===== src/rtl/slave_port_if.sv =====
// Serial bus between the address-decoding master side and one slave port.
// The master drives the outbound serial stream and its qualifier; the slave
// returns the serial read stream, its qualifier and the idle/ready flag.
interface slave_port_if;
    logic swdata;   // serial address / write-data bit, LSB first
    logic smode;    // 0 = read, 1 = write; meaningful with the first address bit
    logic mvalid;   // swdata qualifier for this slave
    logic srdata;   // serial read-data bit, LSB first
    logic svalid;   // srdata qualifier
    logic sready;   // slave idle and able to take a new transaction

    modport master (
        output swdata,
        output smode,
        output mvalid,
        input  srdata,
        input  svalid,
        input  sready
    );

    modport slave (
        input  swdata,
        input  smode,
        input  mvalid,
        output srdata,
        output svalid,
        output sready
    );
endinterface


===== src/rtl/slave_port.sv =====
// Serial-to-parallel slave port. Receives a serial address (and write data)
// from the bus, performs a single write or read on a local synchronous
// memory, and returns read data serially, LSB first.
module slave_port #(
    parameter int ADDR_WIDTH = 12,
    parameter int DATA_WIDTH = 8
) (
    input  logic                  clk,
    input  logic                  rst,
    slave_port_if.slave           bus,
    output logic [ADDR_WIDTH-1:0] mem_addr,
    output logic [DATA_WIDTH-1:0] mem_wdata,
    output logic                  mem_wen,
    input  logic [DATA_WIDTH-1:0] mem_rdata
);

    // One counter serves address bits, data bits, the read wait and the
    // serial send, so it must reach the larger of the two widths.
    localparam int MAX_W = (ADDR_WIDTH > DATA_WIDTH) ? ADDR_WIDTH : DATA_WIDTH;
    localparam int CNT_W = (MAX_W > 1) ? $clog2(MAX_W) : 1;

    typedef enum logic [2:0] {
        IDLE  = 3'd0,
        ADDR  = 3'd1,
        WDATA = 3'd2,
        WRITE = 3'd3,
        MEMRD = 3'd4,
        SEND  = 3'd5
    } state_t;

    state_t                state_q,  state_d;
    logic [CNT_W-1:0]      cnt_q,    cnt_d;
    logic                  mode_q,   mode_d;
    logic [ADDR_WIDTH-1:0] addr_q,   addr_d;
    logic [DATA_WIDTH-1:0] wdata_q,  wdata_d;
    logic [DATA_WIDTH-1:0] rd_q,     rd_d;

    // Combinational outputs decoded from the current state.
    logic                  wen_c;
    logic                  svalid_c;
    logic                  sready_c;
    logic                  srdata_c;

    // Load strobes: a bus bit is taken only while receiving and only when
    // the decoder qualifies it; any other time the registers hold (stall).
    logic                  addr_load;
    logic                  wdata_load;

    // Candidate register contents with the incoming bit placed at the
    // position selected by the shared counter.
    logic [ADDR_WIDTH-1:0] addr_shift;
    logic [DATA_WIDTH-1:0] wdata_shift;
    logic [DATA_WIDTH-1:0] rd_sel;

    assign addr_load  = bus.mvalid && ((state_q == IDLE) || (state_q == ADDR));
    assign wdata_load = bus.mvalid && (state_q == WDATA);

    genvar gi;

    // Address bit gi takes the bus bit when the counter points at it; the
    // counter is 0 in IDLE so the first bit always lands in position 0.
    generate
        for (gi = 0; gi < ADDR_WIDTH; gi++) begin : g_addr
            assign addr_shift[gi] = (addr_load && (cnt_q == CNT_W'(gi)))
                                    ? bus.swdata : addr_q[gi];
        end
    endgenerate

    // Write-data bit gi takes the bus bit when the counter points at it.
    generate
        for (gi = 0; gi < DATA_WIDTH; gi++) begin : g_wdata
            assign wdata_shift[gi] = (wdata_load && (cnt_q == CNT_W'(gi)))
                                     ? bus.swdata : wdata_q[gi];
        end
    endgenerate

    // One-hot select of the read word bit currently being sent; OR-reduced
    // below so the counter width never has to match the word's index width.
    generate
        for (gi = 0; gi < DATA_WIDTH; gi++) begin : g_rdsel
            assign rd_sel[gi] = rd_q[gi] && (cnt_q == CNT_W'(gi));
        end
    endgenerate

    // State and datapath registers with synchronous reset.
    always_ff @(posedge clk) begin
        if (rst) begin
            state_q <= IDLE;
            cnt_q   <= '0;
            mode_q  <= 1'b0;
            addr_q  <= '0;
            wdata_q <= '0;
            rd_q    <= '0;
        end else begin
            state_q <= state_d;
            cnt_q   <= cnt_d;
            mode_q  <= mode_d;
            addr_q  <= addr_d;
            wdata_q <= wdata_d;
            rd_q    <= rd_d;
        end
    end

    // Next-state, counter and output decode for the transaction sequencer.
    always_comb begin
        state_d  = state_q;
        cnt_d    = cnt_q;
        mode_d   = mode_q;
        addr_d   = addr_q;
        wdata_d  = wdata_q;
        rd_d     = rd_q;
        wen_c    = 1'b0;
        svalid_c = 1'b0;
        sready_c = 1'b0;
        srdata_c = 1'b0;

        case (state_q)
            IDLE: begin
                sready_c = 1'b1;
                if (bus.mvalid) begin
                    // First address bit; the direction travels with it.
                    addr_d  = addr_shift;
                    mode_d  = bus.smode;
                    cnt_d   = CNT_W'(1);
                    state_d = ADDR;
                end
            end

            ADDR: begin
                if (bus.mvalid) begin
                    addr_d = addr_shift;
                    if (cnt_q == CNT_W'(ADDR_WIDTH - 1)) begin
                        cnt_d   = '0;
                        state_d = mode_q ? WDATA : MEMRD;
                    end else begin
                        cnt_d = cnt_q + CNT_W'(1);
                    end
                end
            end

            WDATA: begin
                if (bus.mvalid) begin
                    wdata_d = wdata_shift;
                    if (cnt_q == CNT_W'(DATA_WIDTH - 1)) begin
                        cnt_d   = '0;
                        state_d = WRITE;
                    end else begin
                        cnt_d = cnt_q + CNT_W'(1);
                    end
                end
            end

            WRITE: begin
                // Address and data registers are already stable here.
                wen_c   = 1'b1;
                state_d = IDLE;
            end

            MEMRD: begin
                // First cycle: memory registers the address. Second cycle:
                // its output is valid and is captured for sending.
                if (cnt_q == CNT_W'(1)) begin
                    rd_d    = mem_rdata;
                    cnt_d   = '0;
                    state_d = SEND;
                end else begin
                    cnt_d = cnt_q + CNT_W'(1);
                end
            end

            SEND: begin
                svalid_c = 1'b1;
                srdata_c = |rd_sel;
                if (cnt_q == CNT_W'(DATA_WIDTH - 1)) begin
                    cnt_d   = '0;
                    state_d = IDLE;
                end else begin
                    cnt_d = cnt_q + CNT_W'(1);
                end
            end

            default: begin
                state_d = IDLE;
                cnt_d   = '0;
            end
        endcase
    end

    assign bus.srdata = srdata_c;
    assign bus.svalid = svalid_c;
    assign bus.sready = sready_c;

    assign mem_addr   = addr_q;
    assign mem_wdata  = wdata_q;
    assign mem_wen    = wen_c;

endmodule


===== src/flat_wrapper.sv =====
// flat-port wrapper written by rule: the top's interface ports become plain ports
module slave_port_flat 
#(
    parameter int ADDR_WIDTH = 12,
    parameter int DATA_WIDTH = 8
)
  (clk, rst, mem_addr, mem_wdata, mem_wen, mem_rdata, bus_swdata, bus_smode, bus_mvalid, bus_srdata, bus_svalid, bus_sready);
  slave_port_if bus_i ();
  input  logic clk;
  input  logic rst;
  output logic [ADDR_WIDTH-1:0] mem_addr;
  output logic [DATA_WIDTH-1:0] mem_wdata;
  output logic mem_wen;
  input  logic [DATA_WIDTH-1:0] mem_rdata;
  input wire logic [$bits(bus_i.swdata)-1:0] bus_swdata;
  input wire logic [$bits(bus_i.smode)-1:0] bus_smode;
  input wire logic [$bits(bus_i.mvalid)-1:0] bus_mvalid;
  output wire logic [$bits(bus_i.srdata)-1:0] bus_srdata;
  output wire logic [$bits(bus_i.svalid)-1:0] bus_svalid;
  output wire logic [$bits(bus_i.sready)-1:0] bus_sready;
  assign bus_i.swdata = bus_swdata;
  assign bus_i.smode = bus_smode;
  assign bus_i.mvalid = bus_mvalid;
  assign bus_srdata = bus_i.srdata;
  assign bus_svalid = bus_i.svalid;
  assign bus_sready = bus_i.sready;
  slave_port #(.ADDR_WIDTH(ADDR_WIDTH), .DATA_WIDTH(DATA_WIDTH)) u_core (.clk(clk), .rst(rst), .bus(bus_i), .mem_addr(mem_addr), .mem_wdata(mem_wdata), .mem_wen(mem_wen), .mem_rdata(mem_rdata));
endmodule

===== config.mk =====
export PLATFORM = sky130hd
export DESIGN_NAME = slave_port_flat
export DESIGN_NICKNAME = d
export VERILOG_FILES = /design/src/rtl/slave_port_if.sv /design/src/rtl/slave_port.sv /design/src/flat_wrapper.sv
export SDC_FILE = /design/constraint.sdc
export NUM_CORES = 1
export LEC_CHECK = 0
export CAP_MARGIN = 20
export CORE_ASPECT_RATIO = 0.9
export CORE_UTILIZATION = 45
export CTS_BUF_LIST = sky130_fd_sc_hd__clkbuf_16
export DETAILED_ROUTE_END_ITERATION = 8
export PLACE_DENSITY = 0.7
export SYNTH_ARGS = -nofsm -noshare
export SYNTH_HDL_FRONTEND = slang
export SYNTH_SLANG_ARGS = --single-unit

===== constraint.sdc =====
create_clock -name clk -period 2.26 [get_ports clk]
set_input_delay 0.226 -clock clk [delete_from_list [all_inputs] [get_ports clk]]
set_output_delay 0.226 -clock clk [all_outputs]
set_load 0.02 [all_outputs]

# Word-level counts from Yosys, hierarchy flattened
# Cells that the tools add are included.
[op_classes]
n_shift = 0
n_lt_le_gt_ge = 0
multipliers = 0
eq_ne = 23
n_addsub = 1
n_bitwise = 1
div = 0
reduce_logical = 59
mux = 20
[ops]
columns = ["operator", "n"]
rows = [
  ["$reduce_and 3->1", 20],
  ["$logic_and 1x1->1", 30],
  ["$mux 3", 8],
  ["$mux 4", 6],
  ["$pmux 4 s6", 1],
  ["$eq 4x3->1 const B", 4],
  ["$eq 4x4->1 const B", 4],
  ["$pmux 3 s5", 1],
  ["$ne 2x2->1 const B", 5],
  ["$eq 4x2->1 const B", 2],
  ["$reduce_or 8->1", 1],
  ["$reduce_and 7->1", 1],
  ["$eq 3x2->1 const B", 2],
  ["$eq 3x3->1 const B", 2],
  ["$add 4x1->4 const B", 1],
  ["$eq 4x1->1 const B", 1],
  ["$logic_not 4->1", 1],
  ["$mux 1", 4],
  ["$ne 2x1->1 const B", 2],
  ["$reduce_and 2->1", 2],
  ["$reduce_and 4->1", 1],
  ["$eq 3x1->1 const B", 1],
  ["$logic_not 3->1", 1],
  ["$reduce_or 2->1", 1],
  ["2 further kinds", 2],
]
[word_totals]
regBits = 36
mem_bits_ro = 0
n_memories = 0
latch_bits = 0
input_bits = 13
elab_cells = 128
mem_bits_rw = 0

# Depth between registers and ports, before layout
# Gate-level depths: netlist of run 1.
[logic_depth]
ltp_word = 5
mapped_depth = 7
depth_no_buf = 6

# Worst setup path before layout of run 1
# No wires, ideal clock.
[synth_timing]
path_type = "register to register"
start = "register u_core.cnt_q[0]"
end = "register u_core.state_q[0]"
t_arrival_ns = 1.503
path_buffers = 0
setup_ns = 0.132
path_stages_with_launch = 6
synth_period_minus_slack_ns = 1.635
required_time_ns = 2.128
setup_slack_ns = 0.625
path_cell_list = "dfxtp_1 ha_1 and2b_1 a2111oi_4 mux2i_1 a21oi_1"
[synth_via]
elab_chain_cells = 3
[synth_lines]
columns = ["element", "line", "rtl"]
rows = [
  ["start, declared", "slave_port.sv:32", "logic [CNT_W-1:0] cnt_q, cnt_d;"],
  ["start signal, assigned", "slave_port.sv:96", "cnt_q <= cnt_d;"],
  ["$eq 4x4->1, or another cell as far along", "slave_port.sv:132", "if (cnt_q == CNT_W'(ADDR_WIDTH - 1)) begin"],
  ["$ne 2x2->1 (no line) / $ne 2x1->1 (equally long branches)", "-", ""],
  ["$reduce_and 7->1 (no line) *", "-", ""],
  ["end signal, assigned", "slave_port.sv:95", "state_q <= state_d;"],
  ["end, declared", "slave_port.sv:31", "state_t state_q, state_d;"],
]
# Mark *: on every way between the ends. The rest lies on a longest branch, timed or not.
# A chain may end at the register's enable or synchronous reset.

# Worst setup path in the final report of run 1
[layout_timing]
start = "register u_core.cnt_q[0]"
end = "output port bus_srdata"
[layout_via]
elab_chain_cells = 4
[layout_lines]
columns = ["element", "line", "rtl"]
rows = [
  ["$eq 4x1->1, or another cell as far along", "slave_port.sv:81", "assign rd_sel[gi] = rd_q[gi] && (cnt_q == CNT_W'(gi));"],
  ["$logic_and 1x1->1", "slave_port.sv:81", ""],
  ["$reduce_or 8->1 *", "slave_port.sv:173", "srdata_c = |rd_sel;"],
  ["$mux 1 *", "slave_port.sv:117", "case (state_q)"],
  ["end, declared", "flat_wrapper.sv:18", "output wire logic [$bits(bus_i.srdata)-1:0] bus_srdata;"],
]
# Marked as above.

==> impl_results.md, run 1 <==
- Vias in the first global route: between 1k and 1.5k
- Mux share of post-synthesis cell area: 0.153
- WL met1: 2.13 mm
- Buffers added on ports: 36
- Slew @ Worst Pin: around 0.63 ns
- Synth Flop Type: dfxtp_1
- Mapped Cells: between 200 and 250
- Clock Skew: between 0.003 and 0.004 ns
- Net count, final: 268
- Routed wire per std cell: roughly 14 µm
- ANT nets after route: 0
- Clk sinks: 36
- Final Hold Viols: 0
- Max incr delay on CP: 0.37 ns
- Largest area contributor in the netlist: dfxtp_1
- Synth top area share: 0.379
- Synth Area in XOR/XNOR: 0.00461
- Avg Cell Area, Syn: roughly 8.9 µm²
- Post-CTS Hold Buffers: 0
- Top-count cell post-synth: dfxtp_1
- Worst slew margin: 0.575
- Ant diodes: 0
- R2R Setup Slk: between 0.3 and 0.4 ns
- Minimum clock period: approximately 2.1 ns
- Core area: ~0.004 mm²
- Fmax: roughly 470 MHz
- Worst hold-check path type: flop to flop
- Ys Warns: 0
- Post-Synth Simple-Gate Area: 0.240
- Drt drc: 0
- Final setup fails: 0
- Die ar.: 0.00449 mm²
- Clock Tree Buf Depth: 2
- Synth Area in Adders: 0.0263
- Critical path class: flop to output port
- I/O pins: 37
- First-pass GRT wire length: ~7.0 mm
- DPL Wire Length: ~3 mm
- Slowest CP cell: dfxtp_2
- Initial DRC Count: 125
- RSZ-0062 raised after global routing: no
- Die W: roughly 70 µm
- Core Rows: 22
- Worst EP required: approximately 2.0 ns
- Die Ht: about 64 µm
- Total track usage: 0.201
- Ranking of synthesized cells by area: dfxtp_1 38%, mux2i_1 15%, nand3_1 6.3%, nor2_1 6.1%, a21oi_1 2.6%
- Yosys cell types: 43
- Area of the multi-input gates: ~0.0011 mm²
- Buf/Inv on CP: 2
- Global placement routability congestion: approximately 0.86
- Root buffer cell: clkbuf_16
- Setup ws final: 0.135 ns
- Routed vias/inst: approximately 5.5
- Status: complete, no violations
- Grt total ovfl: 0
- Cells after DPL: between 200 and 300
- CP cell instances: inv_1 -> ha_1 -> a22oi_1 -> nand3_1 -> and4b_1 -> dlygate4sd2_1
- WP data arrival: about 1.9 ns
- Clock transition at path regs: about 0.050 ns
- Worst VDD drop: 0.529 mV
- Initial antenna violation count: 0
- Pwr dens: about 900 mW/mm²
- Main combinational cell family by area after synthesis: simple AND/OR/NAND/NOR gates
- Final hold slack: ~0.46 ns
- Metal2 WL: ~2 mm
- Met3 routed WL: 167 µm
- Cell Area, Synth: ~0.0019 mm²
- Setup TNS: 0 ns
- Seq cells post-synth: 36
- Setup crit end kind: output port
- Post-synthesis sequential area ratio: 0.379
- Syn_nets: 231
- DP Worst Slack: 0.175 ns
- CTS tree: built
- Post-synthesis compound-gate area fraction: 0.131
- Final Max Slew Viols: 0
- CP top delay family: buffers and inverters
- Area occupied by registers: 722 µm²
- Static leakage: between 1 and 1.5 nW
- Min-delay src: u_core.mem_addr[1]
- Post-synth ARST share: 0
- Fin crit share: 0.940
- Share of cells above drive strength 1: 0.111
- Crit path max fanout: 8
- Number of flops mapped to enable cells by yosys: 0
- Crit path launch: u_core.cnt_q[0]
- Largest net degree at the start of global routing: 21
- Worst r2r src: u_core.cnt_q[0]
- Drt first pass iters: 4
- Critical Path Source Type: flop
- Vias: between 1.5k and 2k
- Max Cap Violations: 0
- Syn-to-layout area delta: 29.0%
- Num CTS Buffers: 5
- Later-pin clock latency in the skew report: about 0.28 ns
- H-tree Lvls: 2
- Fill cell count: roughly 380
- Post-synth top cells: 36 x dfxtp_1, 31 x nor2_1, 29 x mux2i_1
- Top layer in use: met4
- Fin cells: 300
- Post-Route WL: ~4.3 mm
- Starting Density: 0.467
==> flip-flops by register name, indices dropped and copies added (netlist names) <==
name,cells
u_core.rd_q,8
u_core.cnt_q,4
u_core.mem_addr,12
u_core.mem_wdata,8
u_core.state_q,3
u_core.mode_q,1
==> placed cells by master, fill, tap and decap left out, types with 5 or more instances in the layout <==
| cell type | netlist | routed |
|---|---|---|
| a21oi_1 | 10 | 10 |
| nor2_1 | 31 | 31 |
| mux2i_1 | 29 | 29 |
| nand2_1 | 10 | 10 |
| inv_1 | 8 | 8 |
| clkdlybuf4s50_1 | 0 | 35 |
| clkbuf_16 | 0 | 5 |
| dfxtp_1 | 36 | 35 |
| buf_4 | 3 | 11 |
| nor3_1 | 6 | 6 |
| nand3_1 | 24 | 24 |
==> kinds of logic (layout without fill, tap and decap cells) <==
family | count (synthesis) | after routing
buffers and inverters | 25 | 63
adder cells (fa/ha/maj) | 4 | 4
AO/OA/AOI/OAI | 32 | 32
flip-flops | 36 | 36
XOR/XNOR | 1 | 1
multiplexers | 29 | 29
AND/OR/NAND/NOR | 87 | 87
==> power breakdown <==
| part | switching, mW | total (mW) | internal (mW) |
|---|---|---|---|
| sequential | 0.0850 | 0.773 | 0.688 |
| combinational | 0.426 | 0.771 | 0.344 |
| clock | 0.264 | 0.670 | 0.406 |
| total | 0.775 | 2.21 | 1.44 |
==> routing by layer <==
| layer | global-route usage | vias up |
|---|---|---|
| met5 | 0 | - |
| met4 | 0.0842 | 0 |
| met3 | 0.0304 | 8 |
| met2 | 0.313 | 34 |
| met1 | 0.277 | 782 |
| li1 | - | 827 |
==> layout make-up <==
class	count	share of cell area
Sequential cell	36	0.295
Tap cell	48	0.0245
Clock inverter	3	0.00715
Clock buffer	5	0.0510
Inverter	8	0.0123
Timing Repair Buffer	47	0.180
Multi-Input combinational cell	153	0.430
==> worst paths after layout <==
check | end | cells after the start
setup / recovery | bus_srdata | 6
hold / removal | u_core.mem_addr[1] | 2
setup reg to reg | u_core.cnt_q[0] | 5
hold reg to reg | u_core.mem_addr[1] | 2
==> per-stage QoR <==
step / power, mW / cell area [µm²] / util
floorplan: 1.31 / 1900 / -
global placement: 1.53 / 2310 / 0.567
detailed placement: 1.53 / 2310 / 0.567
CTS: 2.21 / 2450 / 0.601
global route: 2.32 / 2450 / 0.602
finish: 2.21 / 2450 / 0.602
==> tightest hold or removal path: stages, from the launching register on <==
cell and delay, ns:
dfxtp_1 0.31, nand2_1 0.05, a21oi_1 0.05
==> what timing repair did <==
item | in CTS | in global routing
endpoints found under the hold margin | 0 | 0
setup buffers | 0 | 0
gates cloned | 0 | 0
setup endpoints to repair | 1 | 1
resized for setup | 1 | 1
Note: power is estimated with default switching activity, not from simulation.
==> inputs of run 2 (changes only) <==
--- a/config.mk
+++ b/config.mk
@@ -7,10 +7,10 @@
 export LEC_CHECK = 0
 export CAP_MARGIN = 20
 export CORE_ASPECT_RATIO = 0.9
-export CORE_UTILIZATION = 45
+export CORE_UTILIZATION = 50
 export CTS_BUF_LIST = sky130_fd_sc_hd__clkbuf_16
 export DETAILED_ROUTE_END_ITERATION = 8
-export PLACE_DENSITY = 0.7
+export PLACE_DENSITY = 0.76
 export SYNTH_ARGS = -nofsm -noshare
 export SYNTH_HDL_FRONTEND = slang
 export SYNTH_SLANG_ARGS = --single-unit
==> impl_results.md, run 2 (same netlist as run 1, synthesis figures left out) <==
- Core Rows: 20 (-9.1%)
- Static leakage: 1.06 nW (-0.87%)
- Slew @ Worst Pin: 0.663 ns (+0.0280 ns)
- Met1 Use GR: 0.347 (+0.0703)
- Switching part of the total: 0.341 (-0.00953)
- RSZ-0062 raised after global routing: no
- Setup TNS: 0 ns (unchanged)
- Ant diodes: 0 (unchanged)
- Largest net degree at the start of global routing: 21 (unchanged)
- Initial DRC Count: 132 (+5.6%)
- Status: complete, no violations
- Fin crit share: 0.957 (+0.0169)
- GRT Max-Usage Layer: met2
- Hold EP: u_core.mem_wdata[1]
- Net count, final: 267 (-0.37%)
- Die ar.: 0.00405 mm² (-9.7%)
- WP data arrival: 1.94 ns (+0.04 ns)
- Num CTS Buffers: 5 (unchanged)
- Starting Density: 0.543 (+0.0760)
- Fin cells: 295 (-1.7%)
- Worst VDD drop: 0.545 mV (+3.1%)
- Die Ht: 60.5 µm (-5.0%)
- Worst slew margin: 0.557 (-0.0188)
- Clock transition at path regs: 0.05 ns (about the same)
- GR Util met2: 0.349 (+0.0361)
- Minimum clock period: 2.16 ns (+0.0383 ns)
- Clock Power Share: 0.294 (-0.009)
- Later-pin clock latency in the skew report: 0.27 ns (about the same)
- Root buffer cell: clkbuf_16
- Worst flop-to-flop path endpoint: u_core.cnt_q[3]
- Routed wire per std cell: 14.5 µm (+0.54%)
- Vias in the first global route: 1480 (+2.2%)
- Final setup fails: 0 (unchanged)
- Worst r2r src: u_core.cnt_q[0]
- First-pass GRT wire length: 7.14 mm (+1.5%)
- I/O pins: 37 (unchanged)
- Setup crit end kind: output port
- Share of cells above drive strength 1: 0.112 (+0.000443)
- Worst R2R Path Depth: 5 (unchanged)
- Share of power burned in registers: 0.340 (-0.009)
- Final hold slack: 0.463 ns (+0.00552 ns)
- Met3 usage: 0.0508 (+0.0204)
- Fmax: 462 MHz (-1.8%)
- Vias: 1659 (+0.48%)
- Global placement routability congestion: 0.882 (+2.9%)
- Post-Route WL: 4.28 mm (-1.1%)
- Most frequent cells in the layout: 36 x dfxtp_1, 35 x clkdlybuf4s50_1, 31 x nor2_1
- Initial antenna violation count: 0 (unchanged)
- Clock Skew: 0.00218 ns (-0.00136 ns)
- Total track usage: 0.238 (+0.0363)
- R2R Setup Slk: 0.29 ns (-0.03 ns)
- ANT nets after route: 0 (unchanged)
- Die W: 67.0 µm (-5.0%)
- Critical path class: flop to output port
- Routed vias/inst: 5.62 (+2.2%)
- Combinational power share: 0.366 (+0.018)
- Critical Path Source Type: flop
- Max Cap Violations: 0 (unchanged)
- Pwr Total: 2.17 mW (-1.9%)
- CTS tree: built
- Largest register FFs: 12 (unchanged)
- WHS Path Cells: 2 (unchanged)
- Most common cell after layout, fill and taps aside: dfxtp_1
- Drt drc: 0 (unchanged)
- Min-delay src: u_core.mem_wdata[1]
- Clk sinks: 36 (unchanged)
- Worst hold-check path type: flop to flop
- Grt total ovfl: 0 (unchanged)
- Final Max Slew Viols: 0 (unchanged)
- Syn-to-layout area delta: 28.3%
- DPL Wire Length: 3.06 mm (+2.1%)
- H-tree Lvls: 2 (unchanged)
- Core area: 0.00350 mm² (-14%)
- Final Hold Viols: 0 (unchanged)
- Crit path max fanout: 8 (unchanged)
- Cells after DPL: 287 (-1.7%)
- Buffers added on ports: 36 (unchanged)
- Pwr dens: 890 mW/mm² (-1.4%)
- Reported net switching power: 0.740 mW (-4.6%)
- Drt first pass iters: 4 (unchanged)
- Internal Power: 1.43 mW (-0.48%)
- Clock Tree Buf Depth: 2 (unchanged)
- Worst EP required: 2.03 ns (about the same)
-- run 2: cell count changes in the layout (fill, tap and decap cells not counted), sizes merged --
cell    previous run  this run
buf               11        10
clkinv             2         3
inv                9         8
-- run 2: worst max-delay path, stage by stage (launching register included) --
cell and delay [ns]:
dfxtp_1 0.40, inv_1 0.09, ha_1 0.29, a22oi_1 0.21, nand3_1 0.10, and4b_1 0.24
dlygate4sd2_1 0.33
-- run 2: routing by layer --
layer  vias to the layer above  part of all wire
met5                         -                 0
met4                         0            0.0072
met3                         5             0.051
met2                        58              0.45
met1                       771              0.50
li1                        825                 -
-- run 2: power groups by stage --
stage	clock [mW]	sequential [mW]	combinational [mW]
floorplan	0	0.753	0.557
global placement	0	0.751	0.771
detailed placement	0	0.751	0.770
CTS	0.651	0.738	0.778
global route	0.676	0.748	0.883
finish	0.638	0.739	0.794
-- run 2: layout make-up --
type	count	area, µm²
Sequential cell	36	721
Timing Repair Buffer	46	434
Multi-Input combinational cell	153	1060
Inverter	8	30.0
Clock inverter	3	13.8
Fill cell	293	1060
Clock buffer	5	125
Tap cell	44	55.1
-- run 2: stage by stage --
stage,cell area [µm²],utilization,setup slack (ns)
after global routing,2440,0.696,0.00717
final,2440,0.696,0.0964
after floorplan,1900,-,0.625
after CTS,2430,0.695,0.0391
after global placement,2300,0.655,0.198
after detailed placement,2300,0.655,0.131
-- run 2: worst max-delay path by stage --
stage,startpoint,cells past startpoint,to
2_1_floorplan,u_core.cnt_q[0],5,u_core.state_q[0]
3_3_place_gp,u_core.cnt_q[0],6,bus_srdata
3_5_place_dp,u_core.cnt_q[0],6,bus_srdata
4_1_cts,u_core.cnt_q[0],6,bus_srdata
5_1_grt,u_core.cnt_q[0],5,bus_srdata
6_report,u_core.cnt_q[1],6,bus_srdata
-- run 2: what timing repair did --
item	in CTS	in global routing
gates resized for setup	1	2
setup endpoints to repair	1	1
hold buffers	0	0
setup buffers	0	0
